<file path="src/rtl/spi_pkg.sv">
// rtl/spi_pkg.sv - shared state encoding and header field positions for spi_cmd_sequencer
package spi_pkg;

   // Frame sequencer states
   typedef enum logic [2:0] {
      ST_IDLE  = 3'd0,
      ST_WDATA = 3'd1,
      ST_RREQ  = 3'd2,
      ST_RWAIT = 3'd3,
      ST_RDATA = 3'd4
   } state_t;

   // Header byte: bit 7 selects write (1) or read (0); low bits carry the start address
   localparam int RW_BIT = 7;

endpackage

</file>
<file path="src/rtl/byte_lane_mux.sv">
// rtl/byte_lane_mux.sv - byte-lane extract and insert on a multi-byte word selected by index
module byte_lane_mux #(
   parameter int DATA_BYTES = 4,
   parameter int IDX_W      = 2
) (
   input  logic [8*DATA_BYTES-1:0] word,
   input  logic [IDX_W-1:0]        index,
   input  logic [7:0]              ins_byte,
   output logic [7:0]              ext_byte,
   output logic [8*DATA_BYTES-1:0] ins_word
);

   // Lane 0 is bits 7:0 (little-endian); out-of-range index extracts zero and inserts nothing
   always_comb begin
      ext_byte = 8'h00;
      ins_word = word;
      for (int i = 0; i < DATA_BYTES; i++) begin
         if (index == IDX_W'(i)) begin
            ext_byte          = word[8*i +: 8];
            ins_word[8*i +: 8] = ins_byte;
         end
      end
   end

endmodule

</file>
<file path="src/rtl/spi_cmd_sequencer.sv">
// rtl/spi_cmd_sequencer.sv - SPI command frame to register bus sequencer with burst read/write
module spi_cmd_sequencer
   import spi_pkg::*;
#(
   parameter int DATA_BYTES = 4,
   parameter int ADDR_W     = 7
) (
   input  logic                    clk,
   input  logic                    rstn,
   input  logic                    csn,
   input  logic [7:0]              rx_byte,
   input  logic                    rx_valid,
   output logic [7:0]              tx_byte,
   output logic [ADDR_W-1:0]       reg_addr,
   output logic [8*DATA_BYTES-1:0] reg_wdata,
   output logic                    reg_we,
   output logic                    reg_re,
   input  logic [8*DATA_BYTES-1:0] reg_rdata,
   output logic                    busy,
   output logic [7:0]              err_cnt
);

   localparam int W     = 8 * DATA_BYTES;
   localparam int IDX_W = (DATA_BYTES > 1) ? $clog2(DATA_BYTES) : 1;
   localparam logic [IDX_W-1:0] LAST_IDX = IDX_W'(DATA_BYTES - 1);

   state_t            state_q, state_d;
   logic [IDX_W-1:0]  idx_q, idx_d;
   logic [ADDR_W-1:0] addr_q, addr_d;
   logic [W-1:0]      wdata_q, wdata_d;
   logic [W-1:0]      shadow_q, shadow_d;
   logic [7:0]        tx_q, tx_d;
   logic              we_q, we_d;
   logic              re_q, re_d;
   logic [7:0]        err_q, err_d;
   logic              err_inc;

   logic [W-1:0]      mux_word;
   logic [IDX_W-1:0]  mux_idx;
   logic [7:0]        mux_ext;
   logic [W-1:0]      mux_ins;

   // One lane mux serves both directions: it inserts into the write word, or fetches the next read byte
   always_comb begin
      mux_word = (state_q == ST_RDATA) ? shadow_q : wdata_q;
      mux_idx  = (state_q == ST_RDATA) ? idx_q + IDX_W'(1) : idx_q;
   end

   byte_lane_mux #(
      .DATA_BYTES (DATA_BYTES),
      .IDX_W      (IDX_W)
   ) u_lane (
      .word     (mux_word),
      .index    (mux_idx),
      .ins_byte (rx_byte),
      .ext_byte (mux_ext),
      .ins_word (mux_ins)
   );

   // Next-state and registered-output logic; strobes are flops so rx_valid never reaches reg_we combinationally
   always_comb begin
      state_d  = state_q;
      idx_d    = idx_q;
      addr_d   = addr_q;
      wdata_d  = wdata_q;
      shadow_d = shadow_q;
      tx_d     = 8'h00;
      we_d     = 1'b0;
      re_d     = 1'b0;
      err_inc  = 1'b0;

      // Burst writes advance the address once the write pulse has been issued
      if (we_q) addr_d = addr_q + ADDR_W'(1);

      case (state_q)
         ST_IDLE: begin
            if (rx_valid && !csn) begin
               addr_d = rx_byte[ADDR_W-1:0];
               idx_d  = '0;
               if (rx_byte[RW_BIT]) begin
                  state_d = ST_WDATA;
               end else begin
                  state_d = ST_RREQ;
                  re_d    = 1'b1;
               end
            end
         end
         ST_WDATA: begin
            if (rx_valid) begin
               wdata_d = mux_ins;
               if (idx_q == LAST_IDX) begin
                  we_d  = 1'b1;
                  idx_d = '0;
               end else begin
                  idx_d = idx_q + IDX_W'(1);
               end
            end
            // A byte arriving with the csn rise is taken first; only a still-partial word is an error
            if (csn) begin
               state_d = ST_IDLE;
               if (idx_d != '0) err_inc = 1'b1;
               idx_d = '0;
            end
         end
         ST_RREQ: begin
            if (rx_valid) err_inc = 1'b1;
            state_d = csn ? ST_IDLE : ST_RWAIT;
         end
         ST_RWAIT: begin
            if (rx_valid) err_inc = 1'b1;
            if (csn) begin
               state_d = ST_IDLE;
            end else begin
               shadow_d = reg_rdata;
               tx_d     = reg_rdata[7:0];
               state_d  = ST_RDATA;
            end
         end
         ST_RDATA: begin
            tx_d = tx_q;
            if (rx_valid) begin
               if (idx_q == LAST_IDX) begin
                  idx_d   = '0;
                  addr_d  = addr_q + ADDR_W'(1);
                  tx_d    = 8'h00;
                  state_d = ST_RREQ;
                  re_d    = 1'b1;
               end else begin
                  idx_d = idx_q + IDX_W'(1);
                  tx_d  = mux_ext;
               end
            end
            if (csn) begin
               state_d = ST_IDLE;
               re_d    = 1'b0;
               tx_d    = 8'h00;
               if (idx_d != '0) err_inc = 1'b1;
               idx_d = '0;
            end
         end
         default: begin
            state_d = ST_IDLE;
            idx_d   = '0;
         end
      endcase

      err_d = err_q;
      if (err_inc && (err_q != 8'hFF)) err_d = err_q + 8'd1;
   end

   // State and datapath registers with asynchronous reset
   always_ff @(posedge clk or negedge rstn) begin
      if (!rstn) begin
         state_q  <= ST_IDLE;
         idx_q    <= '0;
         addr_q   <= '0;
         wdata_q  <= '0;
         shadow_q <= '0;
         tx_q     <= 8'h00;
         we_q     <= 1'b0;
         re_q     <= 1'b0;
         err_q    <= 8'h00;
      end else begin
         state_q  <= state_d;
         idx_q    <= idx_d;
         addr_q   <= addr_d;
         wdata_q  <= wdata_d;
         shadow_q <= shadow_d;
         tx_q     <= tx_d;
         we_q     <= we_d;
         re_q     <= re_d;
         err_q    <= err_d;
      end
   end

   // Output mapping
   always_comb begin
      tx_byte   = tx_q;
      reg_addr  = addr_q;
      reg_wdata = wdata_q;
      reg_we    = we_q;
      reg_re    = re_q;
      busy      = (state_q != ST_IDLE);
      err_cnt   = err_q;
   end

endmodule

</file>
<file path="config.mk">
export PLATFORM = sky130hd
export DESIGN_NAME = spi_cmd_sequencer
export DESIGN_NICKNAME = d
export VERILOG_FILES = /design/src/rtl/spi_pkg.sv /design/src/rtl/byte_lane_mux.sv /design/src/rtl/spi_cmd_sequencer.sv
export SDC_FILE = /design/constraint.sdc
export NUM_CORES = 1
export LEC_CHECK = 0
export CORE_UTILIZATION = 52
export CTS_CLUSTER_SIZE = 14
export DETAILED_ROUTE_END_ITERATION = 16
export PLACE_DENSITY = 0.8
export SYNTH_ARGS = -nofsm -noshare
export SYNTH_HDL_FRONTEND = slang
export SYNTH_HIERARCHICAL = 1
export SYNTH_SLANG_ARGS = --single-unit
</file>
<file path="constraint.sdc">
create_clock -name clk -period 2.9 [get_ports clk]
set_input_delay 0.58 -clock clk [delete_from_list [all_inputs] [get_ports clk]]
set_output_delay 0.58 -clock clk [all_outputs]
set_load 0.01 [all_outputs]
</file>
==> reports/qor.yml <==
wl_per_cell_microns: 17.3
drcViolationCount: 0
worstSetupPathType: "register to register"
slew_violations: 0
ctsHoldBuffers: 0
grt_pass1_wl_microns: 21700
drt_first_pass_iters: 5
synth_fp_nets: 583
antenna_found_initial: 0
yosysSeqAreaShare_pct: 45.4
setup_viol: 0
fillers: 796
final_cell_mix: "nand2_1 (219), clkdlybuf4s50_1 (100), dfrtp_1 (94)"
vdd_drop_max_mv: 0.443
ff2ff_path_depth: 5
yosys.area.top_type: "dfrtp_1"
rsz0062_at_grt: "no"
portBuffers: 101
skew_ps: 14.2
rows: 36
cts_tree: "done"
fmaxAchievable_ghz: 0.393
post_cts_resize_count: 0
synth_top_area_share_pct: 45.4
p_per_area_nw_per_um2: 913
p_leak_nw: 3.07
die_h_microns: 102
min_period_ps: 2550
ant_nets: 0
synth_edf_count: 0
rrSetupSlack_ps: 350
slowest_delay_ps: 540
dp_hpwl_microns: 9720
dieArea_sq_um: 10400
clock_latency_ps: 370
critPathBufInv: 0
die_w_microns: 102
initial_core_util_pct: 53.2
grt_max_degree: 53
diodes: 0
slowest_stage: "dfrtp_1"
drt_iter0_drc: 221
dp_slack_ps: 373
grt_usage_pct: 27.9
syn-instance-count: 536
crit_family: "simple AND/OR/NAND/NOR gates"
htreeDepth: 3
finalNetCount: 684
crit_chain: "nor3b_2 -> xor2_2 -> nand2b_1 -> mux2_2 -> mux2_1"
final_common_cell: "nand2_1"
drive_gt1_share_pct: 15.0
fin_total_pwr_mw: 5.99
whs_ps: 254
maxCapViolations: 0
core_area_sq_um: 9730
maxSlewHeadroom_pct: 53.5
hold_viol: 0
arrival_ps: 2800
avgViaCountPerCell: 5.53
pin_count: 102
grt_pass1_vias: 4228
r2r-start: "state_q[0]"
syn_area_sq_um: 5180
regToRegEndpoint: "reg_wdata[19]"
cts.sinks: 94
clock_path_buffers: 2
cp_max_fo: 9
end_kind: "register"
tns_ps: 0
tightest_slew_ps: 698
utilization_pct: 67.5
cts_setup_buffers: 0
ys_ff_latch: 94
gp_congestion: 0.858
gr-total-overflow: 0
dr_total_vias: 4282
ys.flop_type: "dfrtp_1"
start_kind: "register"
ys_top_cells_by_area: "dfrtp_1 (45%), nand2_1 (16%), mux2_2 (7.8%)"
cts_root_buffer: "clkbuf_8"
syn_avg_cell_area_sq_um: 9.66
synth_warnings: 6
worst_ep_required_time_ps: 3150
clk_pin_slew_ps: 100
status: "complete, no violations"
yosysUniqueCellTypes: 53
setup_ws_ps: 354
fin_crit_sh_pct: 87.8
worstHoldPathType: "input port to async pin"
drt_wl_total_microns: 13400
cts_buffers: 9
area_delta_synth_final_pct: 26.8
async_flop_share_pct: 100
-- routing by layer --
metal / share of wire [%] / routed length, microns / vias to the layer above / GRT usage [%]
met5: 0 / 0 / - / 0
met4: 2.9 / 382 / 0 / 10.8
met3: 5.0 / 663 / 29 / 4.42
met2: 47 / 6330 / 162 / 43.7
met1: 45 / 5990 / 2083 / 39.0
li1: - / - / 2008 / -
-- how the worst max path moves through the flow --
stage / start / to / slack [ps] / cells past startpoint
CTS: state_q[0] / reg_wdata[19] / 380 / 5
finish: state_q[0] / reg_wdata[19] / 350 / 5
floorplan: state_q[1] / tx_byte[0] / 610 / 8
global placement: rx_valid / err_cnt[1] / 450 / 6
detailed placement: rx_valid / err_cnt[7] / 370 / 6
global route: state_q[0] / reg_wdata[19] / 230 / 5
-- per-stage QoR --
| stage | area [sq um] | std cells |
|---|---|---|
| 2_1_floorplan | 5180 | 536 |
| 3_3_place_gp | 6340 | 759 |
| 3_5_place_dp | 6340 | 759 |
| 4_1_cts | 6560 | 775 |
| 5_1_grt | 6560 | 775 |
| 6_report | 6560 | 775 |
-- power breakdown --
| part | switching (mW) | total (mW) | internal [mW] | leakage [nW] |
|---|---|---|---|---|
| registers | 0.460 | 2.28 | 1.82 | 1.21 |
| clock network | 0.479 | 0.965 | 0.487 | 0.102 |
| logic | 1.29 | 2.75 | 1.46 | 1.76 |
| total | 2.23 | 5.99 | 3.77 | 3.07 |
-- sequential cells by signal, summed over array words and instances (netlist names) --
name	cells
tx_byte	8
state_q	3
reg_we	1
err_cnt	8
shadow_q	32
idx_q	2
reg_wdata	32
reg_re	1
reg_addr	7
-- synth_stat cells (2+ instances only) --
master / instances
nand2_1: 219
dfrtp_1: 94
mux2_2: 36
mux2_1: 33
buf_2: 16
nor2_1: 15
a22oi_1: 11
mux4_2: 8
nand3_1: 8
a21oi_1: 7
buf_6: 6
xnor2_1: 6
xor2_1: 6
nor2b_1: 5
o21ai_0: 5
nand2b_1: 4
o21ai_1: 4
ha_1: 3
inv_1: 3
nand4_1: 3
o22ai_1: 3
o31ai_1: 3
a41oi_1: 2
and2_1: 2
buf_4: 2
clkbuf_1: 2
inv_2: 2
nand4_2: 2
nor3b_1: 2
-- logic make-up after synthesis --
kind of cell             after synthesis  synth area share (%)
AND/OR/NAND/NOR                      276                  23.8
flip-flops                            94                  45.4
multiplexers                          78                  18.8
AO/OA/AOI/OAI                         41                  5.51
buffers and inverters                 32                  3.72
XOR/XNOR                              12                  2.03
adder cells (fa/ha/maj)                3                 0.725
-- worst reg2reg max path: stages, from the launching register on --
cell	delay, ps
dfrtp_1	540
nor3b_2	420
xor2_2	390
nand2b_1	400
mux2_2	390
mux2_1	300
-- final cells by class --
| type | count | area [sq um] | share of cell area (%) |
|---|---|---|---|
| multi-input combinational | 410 | 2650 | 40.4 |
| clock buffer | 9 | 124 | 1.89 |
| clock inverter | 7 | 96.3 | 1.47 |
| timing repair buffer | 117 | 1150 | 17.6 |
| inverter | 5 | 18.8 | 0.286 |
| tap | 133 | 166 | 2.54 |
| sequential | 94 | 2350 | 35.8 |
Power figures use the tool's default switching activity.
